$ cat src/rtl/mem_dbus_master.sv
// MEM-stage data-memory access engine: issues one load/store over a req/ack bus,
// stalls the pipeline until the slave acknowledges, and formats load data for WB.
module mem_dbus_master (
    input  logic        clk,
    input  logic        rst,
    input  logic        flush,
    input  logic [7:0]  mem_aluop,
    input  logic [31:0] mem_mem_addr,
    input  logic [31:0] mem_reg2,
    input  logic [31:0] mem_wdata,
    input  logic [31:0] mem_excepttype,
    output logic        stallreq_mem,
    output logic [31:0] wdata_o,
    output logic        dbus_req,
    output logic        dbus_we,
    output logic [31:0] dbus_addr,
    output logic [3:0]  dbus_sel,
    output logic [31:0] dbus_wdata,
    input  logic        dbus_ack,
    input  logic [31:0] dbus_rdata
);

    localparam logic [7:0] OP_LB  = 8'hE0;
    localparam logic [7:0] OP_LH  = 8'hE1;
    localparam logic [7:0] OP_LW  = 8'hE3;
    localparam logic [7:0] OP_LBU = 8'hE4;
    localparam logic [7:0] OP_LHU = 8'hE5;
    localparam logic [7:0] OP_SB  = 8'hE8;
    localparam logic [7:0] OP_SH  = 8'hE9;
    localparam logic [7:0] OP_SW  = 8'hEB;

    localparam logic [1:0] SZ_BYTE = 2'd0;
    localparam logic [1:0] SZ_HALF = 2'd1;
    localparam logic [1:0] SZ_WORD = 2'd2;

    localparam logic [1:0] ST_IDLE  = 2'd0;
    localparam logic [1:0] ST_WAIT  = 2'd1;
    localparam logic [1:0] ST_DONE  = 2'd2;
    localparam logic [1:0] ST_DRAIN = 2'd3;

    logic [1:0]  state_r;
    logic [31:0] load_q_r;

    logic        is_load_s;
    logic        is_store_s;
    logic [1:0]  size_s;
    logic        aligned_s;
    logic        access_ok_s;
    logic        start_s;
    logic [3:0]  sel_s;
    logic [31:0] store_data_s;

    // Big-endian lane select followed by sign or zero extension.
    function automatic logic [31:0] fmt_load(input logic [7:0]  op,
                                             input logic [1:0]  lane,
                                             input logic [31:0] data);
        logic [7:0]  b;
        logic [15:0] h;
        logic [31:0] res;
        case (lane)
            2'b00:   b = data[31:24];
            2'b01:   b = data[23:16];
            2'b10:   b = data[15:8];
            2'b11:   b = data[7:0];
            default: b = 8'h00;
        endcase
        h = lane[1] ? data[15:0] : data[31:16];
        case (op)
            OP_LB:   res = {{24{b[7]}}, b};
            OP_LBU:  res = {24'h000000, b};
            OP_LH:   res = {{16{h[15]}}, h};
            OP_LHU:  res = {16'h0000, h};
            OP_LW:   res = data;
            default: res = 32'h0000_0000;
        endcase
        return res;
    endfunction

    // Opcode decode into direction and access size.
    always_comb begin
        is_load_s  = 1'b0;
        is_store_s = 1'b0;
        size_s     = SZ_BYTE;
        case (mem_aluop)
            OP_LB, OP_LBU: begin is_load_s  = 1'b1; size_s = SZ_BYTE; end
            OP_LH, OP_LHU: begin is_load_s  = 1'b1; size_s = SZ_HALF; end
            OP_LW:         begin is_load_s  = 1'b1; size_s = SZ_WORD; end
            OP_SB:         begin is_store_s = 1'b1; size_s = SZ_BYTE; end
            OP_SH:         begin is_store_s = 1'b1; size_s = SZ_HALF; end
            OP_SW:         begin is_store_s = 1'b1; size_s = SZ_WORD; end
            default:       begin is_load_s  = 1'b0; is_store_s = 1'b0; end
        endcase
    end

    // Alignment check, byte enables and lane-replicated store data.
    always_comb begin
        aligned_s    = 1'b0;
        sel_s        = 4'b0000;
        store_data_s = 32'h0000_0000;
        case (size_s)
            SZ_BYTE: begin
                aligned_s    = 1'b1;
                sel_s        = 4'b1000 >> mem_mem_addr[1:0];
                store_data_s = {4{mem_reg2[7:0]}};
            end
            SZ_HALF: begin
                aligned_s    = ~mem_mem_addr[0];
                sel_s        = mem_mem_addr[1] ? 4'b0011 : 4'b1100;
                store_data_s = {2{mem_reg2[15:0]}};
            end
            SZ_WORD: begin
                aligned_s    = (mem_mem_addr[1:0] == 2'b00);
                sel_s        = 4'b1111;
                store_data_s = mem_reg2;
            end
            default: begin
                aligned_s    = 1'b0;
                sel_s        = 4'b0000;
                store_data_s = 32'h0000_0000;
            end
        endcase
    end

    assign access_ok_s = (is_load_s | is_store_s) & (mem_excepttype == 32'h0000_0000) & aligned_s;
    assign start_s     = access_ok_s & ~flush;

    // Stall: a fresh start, an outstanding access, or a new op waiting behind a drain.
    always_comb begin
        case (state_r)
            ST_IDLE:  stallreq_mem = start_s;
            ST_WAIT:  stallreq_mem = 1'b1;
            ST_DRAIN: stallreq_mem = access_ok_s;
            default:  stallreq_mem = 1'b0;
        endcase
    end

    // Result mux toward WB.
    always_comb begin
        if ((state_r == ST_DONE) && is_load_s) begin
            wdata_o = load_q_r;
        end else begin
            wdata_o = mem_wdata;
        end
    end

    // Transaction FSM and bus-side registers.
    always_ff @(posedge clk) begin
        if (!rst) begin
            state_r    <= ST_IDLE;
            dbus_req   <= 1'b0;
            dbus_we    <= 1'b0;
            dbus_addr  <= 32'h0000_0000;
            dbus_sel   <= 4'b0000;
            dbus_wdata <= 32'h0000_0000;
            load_q_r   <= 32'h0000_0000;
        end else begin
            case (state_r)
                ST_IDLE: begin
                    if (start_s) begin
                        dbus_req   <= 1'b1;
                        dbus_we    <= is_store_s;
                        dbus_addr  <= {mem_mem_addr[31:2], 2'b00};
                        dbus_sel   <= sel_s;
                        dbus_wdata <= store_data_s;
                        state_r    <= ST_WAIT;
                    end else begin
                        state_r    <= ST_IDLE;
                    end
                end
                ST_WAIT: begin
                    if (dbus_ack) begin
                        dbus_req <= 1'b0;
                        if (flush) begin
                            state_r <= ST_IDLE;
                        end else begin
                            if (is_load_s) begin
                                load_q_r <= fmt_load(mem_aluop, mem_mem_addr[1:0], dbus_rdata);
                            end else begin
                                load_q_r <= load_q_r;
                            end
                            state_r <= ST_DONE;
                        end
                    end else if (flush) begin
                        state_r <= ST_DRAIN;
                    end else begin
                        state_r <= ST_WAIT;
                    end
                end
                ST_DONE: begin
                    state_r <= ST_IDLE;
                end
                ST_DRAIN: begin
                    if (dbus_ack) begin
                        dbus_req <= 1'b0;
                        state_r  <= ST_IDLE;
                    end else begin
                        state_r  <= ST_DRAIN;
                    end
                end
                default: begin
                    dbus_req <= 1'b0;
                    state_r  <= ST_IDLE;
                end
            endcase
        end
    end

endmodule

$ cat config.mk
export PLATFORM = sky130hd
export DESIGN_NAME = mem_dbus_master
export DESIGN_NICKNAME = d
export VERILOG_FILES = /design/src/rtl/mem_dbus_master.sv
export SDC_FILE = /design/constraint.sdc
export NUM_CORES = 1
export LEC_CHECK = 0
export BUFFER_PORTS_ARGS = -buffer_cell sky130_fd_sc_hd__buf_2
export CORE_MARGIN = 2
export CORE_UTILIZATION = 34
export CTS_CLUSTER_DIAMETER = 80
export DETAILED_ROUTE_END_ITERATION = 7
export RECOVER_POWER = 50
export SYNTH_ARGS = -nofsm -noshare
export SYNTH_HDL_FRONTEND = slang
export SYNTH_SLANG_ARGS = --single-unit
$ cat constraint.sdc
create_clock -name clk -period 4.3 [get_ports clk]
set_input_delay 0 -clock clk [delete_from_list [all_inputs] [get_ports clk]]
set_output_delay 0 -clock clk [all_outputs]
set_load 0.02 [all_outputs]
# Word-level counts from Yosys, hierarchy flattened
# Index checks and enable logic that the tools add are counted.
# classes
n_bitwise,6
n_eq_ne,18
mux,21
order_cmp,0
multipliers,0
shift,1
reduce_logical,14
add_sub_neg,0
div_mod_pow,0
# op_table
op,count
$pmux W32 S5,1
$pmux W32 S3,1
$eq A8 B8 Y1 const B,8
$logic_not A32 Y1,1
$mux W32,1
$pmux W8 S4,1
$mux W16,1
$pmux W4 S3,1
$eq A2 B2 Y1 const B,5
$mux W2,4
$pmux W2 S4,1
$eq A2 B1 Y1 const B,3
$logic_not A2 Y1,3
$pmux W1 S3,2
$reduce_or A3 Y1,2
$mux W1,5
$reduce_or A5 Y1,1
$mux W4,1
$pmux W2 S2,1
$reduce_and A4 Y1,1
$reduce_or A2 Y1,2
$shr A4 B2 Y4 const A,1
$and A1 B1 Y1,3
$reduce_and A3 Y1,1
other kinds (8),9
# word_totals
elab_cells,67
inputBits,172
register_bits,102
mem_bits_ro,0
output_inout_bits,103
latch_bits,0
ram_bits,0
n_memories,0

# Depth between registers and ports, before layout
# Gate-level depths: netlist of the first run.
# depth
ltp_word,9
mapped_depth,9
depth_no_buf,5

# Worst setup path before layout of the first run
# OpenSTA, ideal clock, no wires.
# synth_path
path_kind,reg-to-reg
startpoint,register state_r[1]
endpoint,register dbus_addr[23]
setup_time_ns,0.072
period_less_slack_ns,1.690
required_ns,4.228
path_buffers,3
path_stages_with_launch,7
arrival_ns,1.619
slack_ns,2.610
cell_sequence,dfxtp_1 -> nor3_1 -> and2_1 -> buf_4 -> buf_6 -> buf_6 -> mux2i_1
# synth_via
elab_chain_cells,2
# synth_lines
element,line_no,source
"start, declared",41,logic [1:0] state_r;
"start signal, assigned",149,state_r <= ST_IDLE;
"start signal, assigned",165,state_r <= ST_WAIT;
"start signal, assigned",167,state_r <= ST_IDLE;
$logic_not A2 Y1,157,case (state_r)
$reduce_and A2 Y1 (no source line),-,
"end signal, assigned",162,"dbus_addr <= {mem_mem_addr[31:2], 2'b00};"
"end, declared",16,"output logic [31:0] dbus_addr,"
# Every way passes these cells.
# A chain may end at the register's enable or synchronous reset.

# Worst setup path after layout of the first run
# layout_path
startpoint,input rst
endpoint,register dbus_wdata[19]
# layout_rtl
element,line_no,source
"start, declared",5,"input logic rst,"
"end signal, assigned",164,dbus_wdata <= store_data_s;
"end, declared",18,"output logic [31:0] dbus_wdata,"
# No word-level cell between the ends.

==> results of run 1 <==
==> worst max-delay path, stage by stage <==
cell and delay, ns:
clkbuf_1 0.95, clkinv_1 1.14, a311oi_1 0.52, dlygate4sd3_1 0.61
==> synthesized netlist by cell type, types with 2 or more instances <==
library cell	number	area, um^2
and3_1	2	12.5
buf_6	2	22.5
buf_4	13	97.6
mux2i_1	39	390
a311oi_1	16	140
nand3b_1	2	15.0
nor4_1	8	50.1
nand3_1	4	20.0
a211oi_1	9	67.6
nor2_1	8	30.0
o21a_1	3	22.5
clkbuf_1	30	113
a222oi_1	7	70.1
a21oi_1	59	295
clkbuf_2	2	10.0
buf_2	11	55.1
o21ai_0	46	230
a31oi_1	2	12.5
mux4_2	8	180
mux2_2	32	360
inv_1	4	15.0
nor4_2	2	25.0
nor2b_1	3	18.8
dfxtp_1	102	2040
nor3_1	3	15.0
a22oi_1	15	113
nand4_1	22	138
nand2_1	109	409
==> routing by layer <==
layer / part of all wire [%] / vias up / routed length [um]
met2: 49 / 278 / 9300
li1: - / 2771 / -
met4: 2.1 / 2 / 401
met1: 41 / 2635 / 7770
met3: 7.8 / 35 / 1490
met5: 0.058 / - / 11
==> path summary, 6_finish.rpt <==
check                                     from              to  slack (ns)  cells after the start
worst max register to register      state_r[1]  dbus_wdata[19]        1.95                      6
worst min-delay path            dbus_rdata[14]    load_q_r[14]        0.02                      3
worst min register to register   dbus_addr[15]   dbus_addr[15]        0.46                      2
worst max-delay path                       rst  dbus_wdata[19]        1.35                      4
==> cell families after synthesis <==
kind of cell           count (synthesis)
AO/OA/AOI/OAI                        163
XOR/XNOR                               1
buffers and inverters                 63
flip-flops                           102
multiplexers                          80
other                                  1
AND/OR/NAND/NOR                      170
==> registers in the layout, indices dropped and copies added, names as in the netlist <==
register and count:
dbus_addr 30, dbus_req 1, dbus_sel 4, dbus_wdata 32, dbus_we 1, load_q_r 32, state_r 2
==> layout make-up <==
class	instances	area (um^2)	share of cell area, %
clock inverters	7	128	1.67
clock buffers	9	225	2.95
well taps	184	230	3.02
repair buffers	367	2210	29.0
inverters	5	18.8	0.246
multi-input cells	416	2770	36.3
flip-flops and latches	102	2040	26.8
==> through the flow <==
stage	power [mW]	cell area (um^2)	util (%)	std cells	hold slack, ns
3_3_place_gp	1.20	6510	44.6	989	0.252
4_1_cts	2.24	7710	52.9	1090	0.000777
2_1_floorplan	1.08	5110	-	581	0.134
3_5_place_dp	1.20	6510	44.6	989	0.258
6_report	2.21	7620	52.3	1090	0.0186
5_1_grt	2.29	7620	52.3	1090	0.0188
==> timing repair <==
action | CTS | global route
endpoints found under the hold margin | 81 | 0
hold buffers | 85 | 0
setup buffers | 0 | 0
==> power breakdown <==
group          total, mW    switching [mW]  internal (mW)
registers          0.943  0.00000000000310          0.943
clock network      0.975             0.396          0.579
logic              0.294             0.142          0.151
total               2.21             0.538           1.67
==> flow_summary.toml, run 1 <==
[routing]
antenna_left = 0
wl_um = 19000
drc = 0
drtIter0Drc = 451
drtPass1Iterations = 5
wl_per_cell_um = 17.4
viasPerCell = 5.25
num_vias = 5721

[timing]
period_share_pct = 68.6
min_period_ns = 2.95
setup_tns_ns = 0
worst_slack_ns = 1.35
fmax_ghz = 0.339
grt_setup_unrepaired = "false"
slew_headroom_pct = -1.56
slew_viol_final = 87
worst_slew_pin_slew_ns = 1.52
final-setup-viol-count = 0
final.setup_skew_ns = 0.00678
hold_viol = 0

[global_route]
grt_max_degree = 87
use_met3_pct = 5.86
grt_pass1_vias = 5500
grt_remaining_overflow = 0
grt.total_usage_pct = 22.8
grt.met2_usage_pct = 39.2
grt_first_pass_wirelength_um = 29000
met1_usage_pct = 28.0
antenna_found_initial = 1
grt-busiest-layer = "met2"

[cts]
h-tree-depth = 3
clk_latency_ns = 0.36
clk_pin_slew_ns = 0.07
clock_sinks = 102
numCtsBuffers = 9
cts_resized = 0
clk_root_buffer_cell = "clkbuf_16"
clk_path_buf_depth = 2
cts_tree = "yes"

[synthesis]
synth_seq_cells = 102
async_flop_share_pct = 0
synthFlopType = "dfxtp_1"
synth_top_family_by_area = "compound AO/OA/AOI/OAI gates"
netlist_area_um2 = 5110
synth_edf_count = 0
synthXorXnorAreaFrac_pct = 0.171
synth_compound_area_share_pct = 19.6
yosys.area_share.simple_pct = 15.5
synth_area_per_cell_um2 = 8.81
synth.mux.area_fraction_pct = 18.4
synthAdderAreaFrac_pct = 0
ys_types = 45
synth_cells = 580
ys_seq_area_share_pct = 40.0
yosysWarningCount = 0

[placement]
gp_congestion = 0.804
dp_hpwl_um = 13100
port_buffers = 272
preCtsSetupSlack_ns = 1.82

[power_and_ir_drop]
powerDensity_nw_per_um2 = 290
p_leak_nw = 3.07
peakVddDrop_mv = 0.194

[critical_path]
critPathCaptureType = "flip-flop"
worstSetupStartpointType = "input port"
path_max_fanout = 32
path_class = "input port to flip-flop"
cp_data_arrival_time_ns = 3.24
crit_required_ns = 4.60

[job]
max_cap_viol_count = 1

[cells_and_area]
diodes = 0
layout-drive-gt1-share_pct = 30.4
area_growth_pct = 49.2
final_nets = 1073
fill_cells = 1420
final_cell_mix = "buf_2 (203), nand2_1 (109), dfxtp_1 (102)"
layout_commonest_cell = "buf_2"

[die]
pin_count = 275
core_um2 = 14600
row_count = 44
floorplan.initialDensity_pct = 35.0
dieArea_um2 = 16000
die_w_um = 127
chipHeight_um = 127

[run_status]
status = "complete, but fails checks"
violations = "max-capacitance violations, max-slew violations"

[hold_path]
hold_path_class = "input port to flip-flop"
Note: power is estimated with default switching activity, not from simulation.
==> run 2, diff against run 1 <==
- ABC_AREA: unset -> 1
- clock period: 4.3 -> 2.5 ns (I/O delays scaled with it)
==> flow_summary.toml, run 2 <==
[run_status]
status = "finished, final reports clean"

[synthesis]
yosysTopAreaCell = "dfxtp_1"
synth.mux.area_fraction_pct = 7.37
ys_seq_area_share_pct = 36.8
netlist_area_um2 = 5550
synth_edf_count = 0
yosys.area_share.simple_pct = 31.2
synthAdderAreaFrac_pct = 0
synth_area_leaders = "dfxtp_1 (37%), nand2_1 (14%), a21oi_1 (8.8%)"
synth_compound_area_share_pct = 17.1
synth_cells = 796
synth_area_per_cell_um2 = 6.98
synth_top_area_share_pct = 36.8
async_flop_share_pct = 0
synth_common_cells = "nand2_1 (203), dfxtp_1 (102), a21oi_1 (98), nor2_1 (83), nand3_1 (60)"
synthXorXnorAreaFrac_pct = 0.158
synth.most_common_cell = "nand2_1"
yosysWarningCount = 0
synth_top_family_by_area = "simple AND/OR/NAND/NOR gates"
synth_seq_cells = 102
synthFlopType = "dfxtp_1"
ys_types = 30

[hold_path]
whs_path_depth = 5
hold_path_class = "input port to flip-flop"
hp-start = "dbus_rdata[3]"
hold_end = "load_q_r[3]"

[cts]
cts_tree = "yes"
clk_pin_slew_ns = 0.07
h-tree-depth = 3
clock_sinks = 102
clk_path_buf_depth = 2
clk_root_buffer_cell = "clkbuf_16"
numCtsBuffers = 9
clk_latency_ns = 0.35

[critical_path]
path_max_fanout = 41
path_cells = "nor2_1 > inv_1 > nor2_1 > clkbuf_2 > nand3_1 > a21oi_1"
critPathCaptureType = "flip-flop"
path_class = "flip-flop to flip-flop"
worst-path-buf-inv = 2
timing.rr.start = "state_r[1]"
reg2reg_slack_ns = 0.40
worstSetupStartpointType = "flip-flop"
crit_family = "buffers and inverters"
crit_required_ns = 2.78
crit_path_top_delay_cell = "clkbuf_2"
timing.rr.end = "dbus_wdata[10]"
crit_top_cell = "nor2_1"
cp_data_arrival_time_ns = 2.38
reg2reg_depth = 6
slowest_delay_ns = 0.75

[cells_and_area]
final_cell_mix = "buf_2 (204), nand2_1 (203), dfxtp_1 (102)"
area_growth_pct = 40.2
layout-drive-gt1-share_pct = 26.3
layout_commonest_cell = "buf_2"
utilization_pct = 48.8
diodes = 0
final_nets = 1270
top_regs = "dbus_wdata (32), load_q_r (32), dbus_addr (30)"
fill_cells = 1690

[global_route]
grt_pass1_vias = 6052
grt_remaining_overflow = 0
grt_first_pass_wirelength_um = 30300
grt_max_degree = 87
grt.total_usage_pct = 21.4
antenna_found_initial = 1

[routing]
drtIter0Drc = 427
num_vias = 6408
drc = 0
antenna_left = 0
wl_per_cell_um = 14.7
drtPass1Iterations = 4
wl_um = 19300
viasPerCell = 4.86

[timing]
setup_tns_ns = 0
worst_slew_pin_slew_ns = 0.942
grt_setup_unrepaired = "false"
hold_viol = 0
slew_headroom_pct = 37.2
period_share_pct = 84.2
fmax_ghz = 0.475
min_period_ns = 2.10
final-setup-viol-count = 0
final.setup_skew_ns = 0.00609
slew_viol_final = 0

[power_and_ir_drop]
peakVddDrop_mv = 0.318
powerDensity_nw_per_um2 = 443
p_leak_nw = 3.39

[die]
floorplan.initialDensity_pct = 34.8
core_um2 = 15900
pin_count = 275
die_w_um = 132
row_count = 46
dieArea_um2 = 17400
chipHeight_um = 132

[job]
max_cap_viol_count = 0

[placement]
dp_hpwl_um = 13300
gp_congestion = 0.845
port_buffers = 272
-- run 2: logic make-up (layout without fill, tap and decap cells) --
group	Yosys count	in the layout
DFF	102	102
and+or+nand+nor	395	395
muxes	37	37
buffers and inverters	85	390
xor gates and xnor gates	1	1
AOI/OAI and AO/OA	175	175
other	1	2
-- run 2: worst max path at each step --
stage / from / to / cells after the start
3_5_place_dp: mem_aluop[4] / load_q_r[17] / 9
5_1_grt: state_r[1] / dbus_wdata[11] / 6
2_1_floorplan: state_r[1] / dbus_addr[20] / 8
6_report: state_r[1] / dbus_wdata[10] / 6
4_1_cts: dbus_rdata[23] / load_q_r[18] / 9
3_3_place_gp: mem_aluop[4] / load_q_r[16] / 9
-- run 2: timing repair --
action / CTS / global route
endpoints found under the hold margin: 60 / 0
hold buffers: 58 / 0
buffers inserted: 0 / 0
resized for setup: 0 / 0
-- run 2: per-stage QoR --
step	total power [mW]	worst slack (ns)	hold slack [ns]	instances	cell area, um^2
after floorplan	1.89	0.902	0.114	797	5560
after global placement	2.10	0.529	0.257	1245	7040
final	3.45	0.395	0.0200	1318	7790
after global routing	3.60	0.228	0.0362	1318	7790
after detailed placement	2.10	0.454	0.258	1245	7040
after CTS	3.48	0.492	0.0175	1318	7890
-- run 2: cell type report --
| class | count | area, um^2 | share of cell area [%] |
|---|---|---|---|
| inverter | 27 | 101 | 1.30 |
| tap | 216 | 270 | 3.47 |
| clock buffer | 10 | 229 | 2.94 |
| sequential | 102 | 2040 | 26.2 |
| clock inverter | 5 | 32.5 | 0.418 |
| multi-input combinational | 610 | 3110 | 40.0 |
| timing repair buffer | 348 | 2000 | 25.7 |
-- run 2: where the power goes --
part	switching, mW	internal (mW)	leakage, nW
Clock	0.639	0.673	0.133
Combinational	0.261	0.251	2.43
Sequential	0.00000000000502	1.62	0.821
-- run 2: metal layers --
layer | track usage, % | vias to the layer above | routed length (um)
met1 | 26.7 | 2887 | 8430
met3 | 4.15 | 32 | 1170
li1 | - | 3263 | -
met5 | 0 | - | 13
met2 | 36.9 | 224 | 9240
met4 | 7.85 | 2 | 469
-- run 2: tightest hold or removal path, stage by stage --
cell and delay (ns):
buf_2 0.09, nand2_1 0.05, nand2_1 0.06, nor3_1 0.06, nor2_1 0.08
